## src/rtl/color_contour_pkg.sv

```systemverilog
// Shared constants and types for the colour-contour scan and the raster address generator.
// Bin encodings match the values written by the SD colour-binning loader.
package color_contour_pkg;

    localparam int H_ACTIVE     = 640;
    localparam int V_ACTIVE     = 480;
    localparam int FRAME_PIXELS = H_ACTIVE * V_ACTIVE;

    localparam int ADDR_W = 19;
    localparam int BIN_W  = 3;
    localparam int X_W    = 10;
    localparam int Y_W    = 9;
    localparam int SUM_W  = 28;

    localparam logic [BIN_W-1:0] BIN_BLACK   = 3'd0;
    localparam logic [BIN_W-1:0] BIN_RED     = 3'd1;
    localparam logic [BIN_W-1:0] BIN_GREEN   = 3'd2;
    localparam logic [BIN_W-1:0] BIN_YELLOW  = 3'd3;
    localparam logic [BIN_W-1:0] BIN_BLUE    = 3'd4;
    localparam logic [BIN_W-1:0] BIN_MAGENTA = 3'd5;
    localparam logic [BIN_W-1:0] BIN_CYAN    = 3'd6;
    localparam logic [BIN_W-1:0] BIN_WHITE   = 3'd7;

    typedef enum logic [1:0] {
        IDLE,
        SCAN,
        DRAIN,
        DONE
    } cc_state_t;

endpackage

```

## src/rtl/color_contour_raster_addr_gen.sv

```systemverilog
// Raster-order x/y/linear address counter; the linear address is incremented, never multiplied out.
// Shared with the VGA readout path.
module raster_addr_gen
    import color_contour_pkg::ADDR_W, color_contour_pkg::X_W, color_contour_pkg::Y_W;
#(
    parameter int H_ACTIVE = color_contour_pkg::H_ACTIVE,
    parameter int V_ACTIVE = color_contour_pkg::V_ACTIVE
) (
    input  logic              clk,
    input  logic              reset,
    input  logic              clear,
    input  logic              advance,
    output logic [X_W-1:0]    x,
    output logic [Y_W-1:0]    y,
    output logic [ADDR_W-1:0] addr,
    output logic              last_pixel
);

    assign last_pixel = (addr == ADDR_W'(H_ACTIVE * V_ACTIVE - 1));

    always_ff @(posedge clk) begin
        if (reset || clear) begin
            x    <= '0;
            y    <= '0;
            addr <= '0;
        end else if (advance) begin
            addr <= addr + ADDR_W'(1);
            if (x == X_W'(H_ACTIVE - 1)) begin
                x <= '0;
                y <= y + Y_W'(1);
            end else begin
                x <= x + X_W'(1);
            end
        end
    end

endmodule

```

## src/rtl/color_contour.sv

```systemverilog
// Single-pass raster scan of the binned frame measuring one colour bin:
// pixel count, bounding box and coordinate sums, published together on entry to DONE.
module color_contour
    import color_contour_pkg::ADDR_W, color_contour_pkg::BIN_W, color_contour_pkg::X_W,
           color_contour_pkg::Y_W, color_contour_pkg::SUM_W, color_contour_pkg::cc_state_t,
           color_contour_pkg::IDLE, color_contour_pkg::SCAN, color_contour_pkg::DRAIN,
           color_contour_pkg::DONE;
#(
    parameter int H_ACTIVE     = color_contour_pkg::H_ACTIVE,
    parameter int V_ACTIVE     = color_contour_pkg::V_ACTIVE,
    parameter int READ_LATENCY = 2
) (
    input  logic              clk,
    input  logic              reset,
    input  logic              start,
    input  logic [BIN_W-1:0]  target_bin,
    output logic [ADDR_W-1:0] bram_addr,
    input  logic [BIN_W-1:0]  bram_dout,
    output logic              busy,
    output logic              done,
    output logic              found,
    output logic [ADDR_W-1:0] pix_count,
    output logic [X_W-1:0]    min_x,
    output logic [X_W-1:0]    max_x,
    output logic [Y_W-1:0]    min_y,
    output logic [Y_W-1:0]    max_y,
    output logic [SUM_W-1:0]  sum_x,
    output logic [SUM_W-1:0]  sum_y
);

    cc_state_t         state;
    logic [BIN_W-1:0]  target;
    logic [1:0]        drain_cnt;
    logic              accept;
    logic              last_pixel;
    logic [X_W-1:0]    gen_x;
    logic [Y_W-1:0]    gen_y;

    logic              pv [READ_LATENCY];
    logic [X_W-1:0]    px [READ_LATENCY];
    logic [Y_W-1:0]    py [READ_LATENCY];

    logic              acc_found, nx_found;
    logic [ADDR_W-1:0] acc_count, nx_count;
    logic [SUM_W-1:0]  acc_sx, acc_sy, nx_sx, nx_sy;
    logic [X_W-1:0]    acc_minx, acc_maxx, nx_minx, nx_maxx;
    logic [Y_W-1:0]    acc_miny, acc_maxy, nx_miny, nx_maxy;
    logic              hit;

    assign accept = start && (state == IDLE || state == DONE);

    raster_addr_gen #(
        .H_ACTIVE (H_ACTIVE),
        .V_ACTIVE (V_ACTIVE)
    ) u_addr_gen (
        .clk        (clk),
        .reset      (reset),
        .clear      (accept),
        .advance    (state == SCAN && !last_pixel),
        .x          (gen_x),
        .y          (gen_y),
        .addr       (bram_addr),
        .last_pixel (last_pixel)
    );

    // Coordinates ride alongside each read so they line up with bram_dout.
    always_ff @(posedge clk) begin
        if (reset) begin
            for (int unsigned i = 0; i < READ_LATENCY; i++) begin
                pv[i] <= 1'b0;
                px[i] <= '0;
                py[i] <= '0;
            end
        end else begin
            pv[0] <= (state == SCAN);
            px[0] <= gen_x;
            py[0] <= gen_y;
            for (int unsigned i = 1; i < READ_LATENCY; i++) begin
                pv[i] <= pv[i-1];
                px[i] <= px[i-1];
                py[i] <= py[i-1];
            end
        end
    end

    assign hit = pv[READ_LATENCY-1] && (bram_dout == target);

    always_comb begin
        nx_found = acc_found;
        nx_count = acc_count;
        nx_sx    = acc_sx;
        nx_sy    = acc_sy;
        nx_minx  = acc_minx;
        nx_maxx  = acc_maxx;
        nx_miny  = acc_miny;
        nx_maxy  = acc_maxy;
        if (hit) begin
            nx_found = 1'b1;
            nx_count = acc_count + ADDR_W'(1);
            nx_sx    = acc_sx + SUM_W'(px[READ_LATENCY-1]);
            nx_sy    = acc_sy + SUM_W'(py[READ_LATENCY-1]);
            if (px[READ_LATENCY-1] < acc_minx) nx_minx = px[READ_LATENCY-1];
            if (px[READ_LATENCY-1] > acc_maxx) nx_maxx = px[READ_LATENCY-1];
            if (py[READ_LATENCY-1] < acc_miny) nx_miny = py[READ_LATENCY-1];
            if (py[READ_LATENCY-1] > acc_maxy) nx_maxy = py[READ_LATENCY-1];
        end
    end

    always_ff @(posedge clk) begin
        if (reset) begin
            state     <= IDLE;
            target    <= '0;
            drain_cnt <= '0;
            busy      <= 1'b0;
            done      <= 1'b0;
            found     <= 1'b0;
            pix_count <= '0;
            sum_x     <= '0;
            sum_y     <= '0;
            min_x     <= '0;
            max_x     <= '0;
            min_y     <= '0;
            max_y     <= '0;
            acc_found <= 1'b0;
            acc_count <= '0;
            acc_sx    <= '0;
            acc_sy    <= '0;
            acc_minx  <= '1;
            acc_maxx  <= '0;
            acc_miny  <= '1;
            acc_maxy  <= '0;
        end else begin
            case (state)
                IDLE, DONE: begin
                    if (start) begin
                        target    <= target_bin;
                        acc_found <= 1'b0;
                        acc_count <= '0;
                        acc_sx    <= '0;
                        acc_sy    <= '0;
                        acc_minx  <= '1;
                        acc_maxx  <= '0;
                        acc_miny  <= '1;
                        acc_maxy  <= '0;
                        done      <= 1'b0;
                        busy      <= 1'b1;
                        state     <= SCAN;
                    end
                end
                SCAN: begin
                    {acc_found, acc_count, acc_sx, acc_sy} <= {nx_found, nx_count, nx_sx, nx_sy};
                    {acc_minx, acc_maxx, acc_miny, acc_maxy} <= {nx_minx, nx_maxx, nx_miny, nx_maxy};
                    if (last_pixel) begin
                        drain_cnt <= '0;
                        state     <= DRAIN;
                    end
                end
                DRAIN: begin
                    {acc_found, acc_count, acc_sx, acc_sy} <= {nx_found, nx_count, nx_sx, nx_sy};
                    {acc_minx, acc_maxx, acc_miny, acc_maxy} <= {nx_minx, nx_maxx, nx_miny, nx_maxy};
                    drain_cnt <= drain_cnt + 2'd1;
                    // Publish from the next-state values so the final in-flight pixel is included.
                    if (drain_cnt == 2'(READ_LATENCY - 1)) begin
                        state     <= DONE;
                        done      <= 1'b1;
                        busy      <= 1'b0;
                        found     <= nx_found;
                        pix_count <= nx_count;
                        sum_x     <= nx_sx;
                        sum_y     <= nx_sy;
                        min_x     <= nx_found ? nx_minx : '0;
                        max_x     <= nx_found ? nx_maxx : '0;
                        min_y     <= nx_found ? nx_miny : '0;
                        max_y     <= nx_found ? nx_maxy : '0;
                    end
                end
                default: state <= IDLE;
            endcase
        end
    end

endmodule

```

## config.mk

```make
export PLATFORM = sky130hd
export DESIGN_NAME = color_contour
export DESIGN_NICKNAME = d
export VERILOG_FILES = /design/src/rtl/color_contour_pkg.sv /design/src/rtl/color_contour_raster_addr_gen.sv /design/src/rtl/color_contour.sv
export SDC_FILE = /design/constraint.sdc
export NUM_CORES = 1
export LEC_CHECK = 0
export ABC_AREA = 1
export ABC_CLOCK_PERIOD_IN_PS = 2700
export BUFFER_PORTS_ARGS = -buffer_cell sky130_fd_sc_hd__buf_2
export CAP_MARGIN = 20
export CORE_MARGIN = 10
export CORE_UTILIZATION = 41
export DETAILED_ROUTE_END_ITERATION = 8
export MAX_ROUTING_LAYER = met4
export SLEW_MARGIN = 20
export SYNTH_ARGS = -nofsm -noshare
export SYNTH_HDL_FRONTEND = slang
export SYNTH_SLANG_ARGS = --single-unit
```

## constraint.sdc

```tcl
create_clock -name clk -period 2.7 [get_ports clk]
set_input_delay 0.81 -clock clk [delete_from_list [all_inputs] [get_ports clk]]
set_output_delay 0.81 -clock clk [all_outputs]
set_load 0.005 [all_outputs]
```

==> reports/qor.yml, run 1 <==
initial_core_util_pct: 41.7
place.gp.congestion: 0.920
drt_iter0_markers: 942
cts_inserted_buffers: 37
synth_nets: 2486
synth_edf_count: 0
core_area_um2: 38900
postCtsSetupBuffers: 0
cts_root_buf: "clkbuf_16"
crit_path_max_fanout: 10
route.detailed.drc: 0
synth-async-reset-ratio_pct: 0
max_freq_mhz: 422
vias_per_cell: 5.01
pwr-share-clk_pct: 42.1
min_period_ps: 2370
final-setup-viol-count: 0
grt.busiest_layer: "met2"
cts_buffer_depth: 3
io_pins: 144
synth_area_um2: 16200
hpwl_um: 32500
synth.distinct_cells: 46
p_int_uw: 8520
clk_latency_ps: 550
overflow: 0
grt_first_pass_wirelength_um: 75000
path_clk_slew_ps: 60
setup_tns_ps: 0
antenna_found_initial: 1
arrival_ps: 2760
fin_crit_sh_pct: 87.7
timing.rr.start: "acc_maxx[5]"
worst_clock_skew_ps: 25.1
crit_end: "max_x[9]"
synthToLayoutAreaGrowth_pct: 15.8
fp.dieW_um: 219
path_cells: "inv_1 -> ha_1 -> nand2_1 -> nor2_1 -> nand4_1 -> and3_1 -> nand2_1 -> nand2_1 -> nand3_1 -> a21oi_1"
wire_per_inst_um: 15.1
status: "finished, final reports clean"
grtUsageMet1_pct: 24.7
drv_slew: 0
ant_nets: 0
gr-usage-met2_pct: 30.8
routed_wl_um: 46500
io_buffers: 143
final_core_util_pct: 48.3
comb_power_share_pct: 17.1
post_synth_main_area_contributors: "dfxtp_1 39%, nand2_1 16%, a21oi_1 6.8%, inv_1 6.2%, nor2_1 5.2%"
dieArea_um2: 48000
die_y_um: 219
layout_commonest_cell: "nand2_1"
grtUsageTotal_pct: 19.5
power_density_nw_per_um2: 653
ff2ff_path_depth: 10
crit_start: "acc_maxx[5]"
crit_type: "flop to flop"
yosysTopAreaCell: "dfxtp_1"
synthCells: 2412
tightest_slew_ps: 580
reg2reg_setup_slack_ps: 330
critPathSlowestCell: "and3_1"
ir_worst_vdd_mv: 0.482
end_kind: "flop"
yosysSeqAreaShare_pct: 38.8
clock_sinks: 315
drv_cap: 0
drt-pass1-iter-count: 5
yosysTopAreaCellShare_pct: 38.8
synth.avg_cell_area_um2: 6.73
crit_required_ps: 3100
cts_tree: "done"
synthFlopType: "dfxtp_1"
cts-hold-fix-buffers: 0
postCtsResizedCells: 0
cp_common_cell: "nand2_1"
drive_gt1_share_pct: 11.2
leakage_uw: 0.00824
ys.warnings.count: 0
core.rowCount: 72
p_switching_uw: 3760
rsz0062_at_grt: "no"
cts-htree-levels: 2
grt_max_degree: 94
r2r_end: "max_x[9]"
vias: 15400
swShare_pct: 30.6
layout_common_cells: "696 x nand2_1, 315 x dfxtp_1, 269 x inv_1"
finalHoldViolCount: 0
grt_pass1_vias: 14500
critPathMaxStageDelay_ps: 340
globalRouteMet3Util_pct: 3.95
hold_class: "flop to flop"
pwr-share-seq_pct: 40.8
slew_headroom_pct: 61.3
nets: 2602
critPathLaunchType: "flop"
synth-seq-cells: 315
[stage by stage]
step	setup slack (ps)	area (um^2)	hold WS, ps	power, uW	cells
2_1_floorplan	692	16200	388	6410	2412
3_3_place_gp	266	17500	392	7190	3007
3_5_place_dp	180	17500	394	7220	3007
4_1_cts	325	18800	403	12400	3075
5_1_grt	123	18800	418	12800	3076
6_report	333	18800	402	12300	3076
[flip-flops by register name, summed over array words and instances (netlist names), 18 cells and up]
register         flops
acc_count           19
acc_sx              28
acc_sy              28
pix_count           19
px                  20
py                  18
sum_x               28
sum_y               28
u_addr_gen.addr     19
[cell usage after synthesis, types with 6 or more instances]
cell / count
nand2_1: 697
dfxtp_1: 315
inv_1: 269
nor2_1: 227
a21oi_1: 221
nand3_1: 157
o21ai_0: 122
clkbuf_1: 67
ha_1: 63
nand4_1: 39
nor3_1: 32
xor2_1: 32
o21ai_1: 20
buf_2: 16
nand3b_1: 15
o211ai_1: 13
xnor2_1: 11
buf_1: 9
nor3_2: 9
or2_2: 8
buf_6: 7
nor2_2: 6
o22ai_1: 6
or2_1: 6
[final cells by class]
cell class	instances	area [um^2]
Clock buffer	55	1150
Antenna cell	1	2.50
Multi-Input combinational cell	1717	8420
Sequential cell	315	6310
Clock inverter	13	124
Timing Repair Buffer	181	1110
Fill cell	4038	20100
Tap cell	518	648
Inverter	276	1040
[worst min-delay path by stage]
stage,start,end,slack [ps],depth (start not counted)
CTS,px[0][4],px[0][14],400,2
global placement,px[0][2],px[0][12],390,2
finish,px[0][4],px[0][14],400,2
detailed placement,py[0][2],py[0][11],390,2
floorplan,pv[0][0],pv[0][1],390,2
global route,px[0][5],px[0][15],420,2
[power groups by stage]
stage	clock (uW)	combinational [uW]	sequential, uW
final	5170	2100	5010
after global routing	5460	2320	5030
after CTS	5290	2120	5010
after detailed placement	0	2110	5110
after global placement	0	2080	5110
after floorplan	0	1320	5090
[worst max-delay path: cells and delay by family, from the launching register on]
family                     cells  cell delay (ps)
and+or+nand+nor                7             1450
DFF                            1              330
adders and majority gates      1              290
buffers and inverters          1               70
AOI/OAI and AO/OA              1               70
[kinds of logic after synthesis]
group / synth area share [%]
and+or+nand+nor: 31.8
AOI/OAI and AO/OA: 12.6
buffers and inverters: 9.35
DFF: 38.8
adders and majority gates: 5.10
xor gates and xnor gates: 2.32
[routing by layer]
| metal | wire [um] | part of all wire, % | vias to the layer above |
|---|---|---|---|
| met4 | 1110 | 2.4 | 0 |
| met5 | 0 | 0 | - |
| met2 | 20900 | 45 | 318 |
| li1 | - | - | 7959 |
| met3 | 2900 | 6.2 | 72 |
| met1 | 21600 | 46 | 7072 |
Power figures use the tool's default switching activity.
==> run 2, diff against run 1 <==
--- a/config.mk
+++ b/config.mk
@@ -6,7 +6,7 @@
 export NUM_CORES = 1
 export LEC_CHECK = 0
 export ABC_AREA = 1
-export ABC_CLOCK_PERIOD_IN_PS = 2700
+export ABC_CLOCK_PERIOD_IN_PS = 3000
 export BUFFER_PORTS_ARGS = -buffer_cell sky130_fd_sc_hd__buf_2
 export CAP_MARGIN = 20
 export CORE_MARGIN = 10
==> constraint.sdc (replaced) <==
create_clock -name clk -period 3 [get_ports clk]
set_input_delay 0.9 -clock clk [delete_from_list [all_inputs] [get_ports clk]]
set_output_delay 0.9 -clock clk [all_outputs]
set_load 0.005 [all_outputs]
==> reports/qor.yml, run 2 (synthesis gave the netlist of run 1 again) <==
status: "finished, final reports clean"
cts_inserted_buffers: 37  # unchanged
path_clk_slew_ps: 60  # about the same
grt_first_pass_wirelength_um: 73900  # -1.5%
slew_headroom_pct: 26.5  # -35 points
vias_per_cell: 4.97  # -0.90%
core.rowCount: 72  # unchanged
clk_latency_ps: 550  # about the same
num_antenna_cells: 0  # -1
place.gp.congestion: 0.884  # -3.9%
final-setup-viol-count: 0  # unchanged
place_inst: 2995  # -0.40%
drv_cap: 0  # unchanged
reg2reg_setup_slack_ps: 380  # +50 ps
wire_per_inst_um: 14.9  # -1.3%
arrival_ps: 3000  # +240 ps
synthToLayoutAreaGrowth_pct: 14.6
setup_tns_ps: 0  # unchanged
antenna_found_initial: 0  # -1
grt_max_degree: 149  # +59%
critPathLaunchType: "flop"
cts_root_buf: "clkbuf_16"
swShare_pct: 30.5  # -0.13 points
leakage_uw: 0.00815  # -1.1%
placed_area_um2: 17400  # -0.87%
finalHoldViolCount: 0  # unchanged
cts_tree: "done"
die_y_um: 219  # unchanged
rsz0062_at_grt: "no"
drt-pass1-iter-count: 5  # unchanged
max_freq_mhz: 381  # -9.7%
pwr-share-seq_pct: 41.2  # +0.4 points
dieArea_um2: 48000  # unchanged
r2r_end: "u_addr_gen.x[8]"
crit_end: "u_addr_gen.x[8]"
drv_slew: 0  # unchanged
nets: 2590  # -0.46%
clock_sinks: 315  # unchanged
hpwl_um: 31700  # -2.3%
fin_area_um2: 18600  # -1.0%
hold_class: "flop to flop"
io_pins: 144  # unchanged
cts-hold-fix-buffers: 0  # unchanged
p_switching_uw: 3330  # -11%
postCtsSetupBuffers: 0  # unchanged
layout_commonest_cell: "nand2_1"
grtUsageTotal_pct: 19.2  # -0.31 points
p_int_uw: 7610  # -11%
crit_start: "state[0]"
overflow: 0  # unchanged
vias: 15200  # -1.4%
drive_gt1_share_pct: 10.6  # -0.65 points
fp.dieW_um: 219  # unchanged
crit_type: "flop to flop"
comb_power_share_pct: 16.6  # -0.5 points
initial_core_util_pct: 41.7  # unchanged
ff2ff_path_depth: 7  # -3
worst_clock_skew_ps: 16.5  # -8.56 ps
layoutNonFillerInstCount: 3062  # -0.46%
tightest_slew_ps: 1100  # +523 ps
power_density_nw_per_um2: 588  # -10%
io_buffers: 143  # unchanged
core_area_um2: 38900  # unchanged
fin_crit_sh_pct: 87.4  # -0.27 points
grt_pass1_vias: 14400  # -0.47%
min_period_ps: 2620  # +255 ps
cts-htree-levels: 2  # unchanged
layout_common_cells: "696 x nand2_1, 315 x dfxtp_1, 269 x inv_1"
postCtsResizedCells: 0  # unchanged
pwr-share-clk_pct: 42.1  # about the same
crit_path_max_fanout: 30  # +20
route.detailed.drc: 0  # unchanged
ant_nets: 0  # unchanged
routed_wl_um: 45700  # -1.7%
crit_required_ps: 3380  # +280 ps
ir_worst_vdd_mv: 0.538  # +11%
drt_iter0_markers: 833  # -12%
cts_buffer_depth: 3  # unchanged
timing.rr.start: "state[0]"
end_kind: "flop"
## run 2: cell types whose count changed in the layout (fill, tap and decap cells not counted), sizes merged
cell,before,now
diode,1,0
clkbuf,55,52
clkinvlp,2,0
buf,181,169
bufinv,2,4
clkinv,10,12
## run 2: per-stage QoR
stage                     hold slack (ps)  power [uW]  setup slack, ps  util [%]
after global placement                392        6420              226      44.6
after CTS                             400       11100              395      47.8
final                                 399       10900              378      47.8
after global routing                  419       11400              209      47.8
after floorplan                       388        5770              902         -
after detailed placement              393        6440              169      44.6
## run 2: worst min-delay path by stage
stage / from / end / cells after the start
6_report: py[0][8] / py[0][17] / 2
3_3_place_gp: px[0][4] / px[0][14] / 2
5_1_grt: px[0][9] / px[0][19] / 2
2_1_floorplan: pv[0][0] / pv[0][1] / 2
3_5_place_dp: px[0][0] / px[0][10] / 2
4_1_cts: py[0][8] / py[0][17] / 2
## run 2: layout make-up
cell class                      count  area (um^2)
Timing Repair Buffer              169          955
Inverter                          276         1040
Multi-Input combinational cell   1717         8420
Fill cell                        4031        20300
Clock inverter                     15          179
Tap cell                          518          648
Sequential cell                   315         6310
Clock buffer                       52         1050
## run 2: power by group through the flow
stage / Sequential [uW] / Combinational (uW) / Clock, uW
2_1_floorplan: 4580 / 1190 / 0
3_3_place_gp: 4590 / 1820 / 0
3_5_place_dp: 4600 / 1840 / 0
4_1_cts: 4510 / 1840 / 4730
5_1_grt: 4530 / 2030 / 4880
6_report: 4510 / 1820 / 4610
## run 2: routing by layer
layer  up-vias  GRT usage, %  routed length [um]
met2       260          30.9               20700
met5         -             -                   0
met4         0          5.49                 917
li1       7947             -                   -
met3        57          4.17                2640
met1      6948          23.9               21400
## run 2: critical path, stage by stage (launching register included)
cell     delay (ps)
dfxtp_1         360
inv_1            70
ha_1            600
nand2_1         300
inv_1           130
nor2_1           80
inv_1           800
nor3b_2         100
==> run 3, diff against run 2 <==
--- a/config.mk
+++ b/config.mk
@@ -16,4 +16,5 @@
 export SLEW_MARGIN = 20
 export SYNTH_ARGS = -nofsm -noshare
 export SYNTH_HDL_FRONTEND = slang
+export SYNTH_HIERARCHICAL = 1
 export SYNTH_SLANG_ARGS = --single-unit
==> reports/qor.yml, run 3 <==
synthToLayoutAreaGrowth_pct: 14.6  # about the same
synth.distinct_cells: 47  # +2.2%
synth_edf_count: 0  # unchanged
critPathLaunchType: "flop"
register_area_um2: 6310  # unchanged
crit_path_max_fanout: 11  # -63%
route.detailed.drc: 0  # unchanged
cts-htree-levels: 2  # unchanged
synthFlopType: "dfxtp_1"
core_area_um2: 39500  # +1.6%
ff2ff_path_depth: 8  # +1
status: "finished, final reports clean"
max_freq_mhz: 410  # +7.5%
synth.most_common_cell: "nand2_1"
vias: 15400  # +1.3%
clk_latency_ps: 540  # about the same
arrival_ps: 2910  # -90 ps
yosysSeqAreaShare_pct: 38.6  # -0.25 points
ir_worst_vdd_mv: 0.776  # +44%
synth_nets: 2535  # +2.0%
leakage_uw: 0.00865  # +6.1%
hold_class: "flop to flop"
fin_area_um2: 18700  # +0.64%
clock_sinks: 315  # unchanged
layout_common_cells: "693 x nand2_1, 315 x dfxtp_1, 303 x inv_1"
ys_top_cells_by_count: "695 x nand2_1, 315 x dfxtp_1, 304 x inv_1, 291 x nor2_1, 193 x a21oi_1"
crit_required_ps: 3470  # +90 ps
grt_max_degree: 110  # -26%
antenna_found_initial: 0  # unchanged
hpwl_um: 32200  # +1.5%
yosysTopAreaCellShare_pct: 38.6  # -0.25 points
wire_per_inst_um: 14.7  # -1.2%
core.rowCount: 73  # +1.4%
finalHoldViolCount: 0  # unchanged
post_synth_main_area_contributors: "dfxtp_1 39%, nand2_1 16%, inv_1 7.0%, nor2_1 6.7%, a21oi_1 5.9%"
fp.dieW_um: 220  # +0.30%
cts-hold-fix-buffers: 0  # unchanged
layoutNonFillerInstCount: 3115  # +1.7%
grtUsageTotal_pct: 19.3  # +0.061 points
num_antenna_cells: 0  # unchanged
drv_cap: 0  # unchanged
hold_path_depth: 2  # unchanged
synth-async-reset-ratio_pct: 0  # unchanged
drive_gt1_share_pct: 10.7  # +0.082 points
synth-seq-cells: 315  # unchanged
drt_iter0_markers: 1135  # +36%
ant_nets: 0  # unchanged
slew_headroom_pct: 38.9  # +12 points
postCtsSetupBuffers: 0  # unchanged
synth.avg_cell_area_um2: 6.64  # -1.3%
path_clk_slew_ps: 60  # about the same
min_period_ps: 2440  # -183 ps
ys.warnings.count: 6  # +6
grt_first_pass_wirelength_um: 74900  # +1.4%
initial_core_util_pct: 41.3  # -0.40 points
hold_slack_ps: 401  # +2.43 ps
overflow: 0  # unchanged
yosysTopAreaCell: "dfxtp_1"
final-setup-viol-count: 0  # unchanged
cts_buffer_depth: 3  # unchanged
dieArea_um2: 48200  # +0.60%
postCtsResizedCells: 0  # unchanged
rsz0062_at_grt: "no"
place_inst: 3052  # +1.9%
worst_slack_ps: 561  # +183 ps
fillers: 4108  # +1.9%
io_pins: 144  # unchanged
fin_crit_sh_pct: 81.3  # -6.1 points
setup_tns_ps: 0  # unchanged
synthCells: 2461  # +2.0%
worst_clock_skew_ps: 16.2  # -0.329 ps
cts_tree: "done"
tightest_slew_ps: 914  # -189 ps
io_buffers: 143  # unchanged
drv_slew: 0  # unchanged
layout_commonest_cell: "nand2_1"
place.gp.congestion: 0.890  # +0.70%
nets: 2640  # +1.9%
placed_area_um2: 17500  # +0.91%
cts_inserted_buffers: 37  # unchanged
crit_type: "flop to flop"
grt_pass1_vias: 14400  # +0.055%
drt-pass1-iter-count: 5  # unchanged
die_y_um: 220  # +0.30%
multiInputGateArea_um2: 8410  # about the same
vias_per_cell: 4.95  # -0.38%
routed_wl_um: 45900  # +0.50%
end_kind: "flop"
dp_slack_ps: 297  # +128 ps
synth_area_um2: 16300  # +0.66%
power_density_nw_per_um2: 571  # -2.9%
cts_root_buf: "clkbuf_16"
## run 3: changes by cell type after synthesis, sizes merged, moves of 5 or more
cell    previous run  this run
nor2             237       305
inv              275       310
a21oi            221       194
xor2              32        17
nor3              41        29
nand4             39        48
o211ai            14         5
clkbuf            68        60
buf               36        43
a21o               2         8
o21ai            142       136
o22ai              6         0
nand2            701       706
## run 3: cells by family (layout without fill, tap and decap cells)
kind of cell,Yosys count,after routing,share of synthesized area (%)
AO/OA/AOI/OAI,360,360,11.5
XOR/XNOR,27,27,1.45
adder cells (fa/ha/maj),65,65,5.07
buffers and inverters,415,544,10.0
flip-flops,315,315,38.6
AND/OR/NAND/NOR,1279,1279,33.3
## run 3: cell type report
| cell class | instances | area share [%] |
|---|---|---|
| Timing Repair Buffer | 169 | 5.23 |
| Sequential cell | 315 | 33.7 |
| Tap cell | 525 | 3.51 |
| Clock inverter | 10 | 0.615 |
| Multi-Input combinational cell | 1731 | 44.9 |
| Inverter | 312 | 6.26 |
| Clock buffer | 53 | 5.76 |
## run 3: worst max-delay path: stages (launching register included)
cell and delay (ps):
dfxtp_1 380, ha_1 340, nand2_1 60, o21a_1 200, o21bai_1 720, nor2_2 270
nand2_1 170, nand3_1 80, a21oi_1 140
## run 3: metrics by stage
stage                     total power, uW  util (%)
after floorplan                      5670         -
after global placement               6300      44.3
after detailed placement             6310      44.3
after CTS                           10800      47.3
after global routing                11200      47.3
final                               10700      47.3
## run 3: report_power, final
part	leakage (uW)	switching [uW]	internal [uW]
clock network	0.000576	1810	2670
logic	0.00553	1390	403
registers	0.00254	94.9	4330
total	0.00865	3290	7400
## run 3: final timing paths
| path | end | startpoint | slack [ps] |
|---|---|---|---|
| worst min register to register | py[0][17] | py[0][8] | 400 |
| worst max-delay path | min_x[7] | px[0][15] | 560 |
| worst min-delay path | py[0][17] | py[0][8] | 400 |
| worst max register to register | min_x[7] | px[0][15] | 560 |
## run 3: routing by layer
layer | vias up | track usage, % | wire length (um)
li1 | 8013 | - | -
met1 | 7010 | 25.7 | 22100
met2 | 330 | 29.6 | 20300
met3 | 63 | 3.33 | 2630
met4 | 0 | 5.27 | 826
met5 | - | - | 0
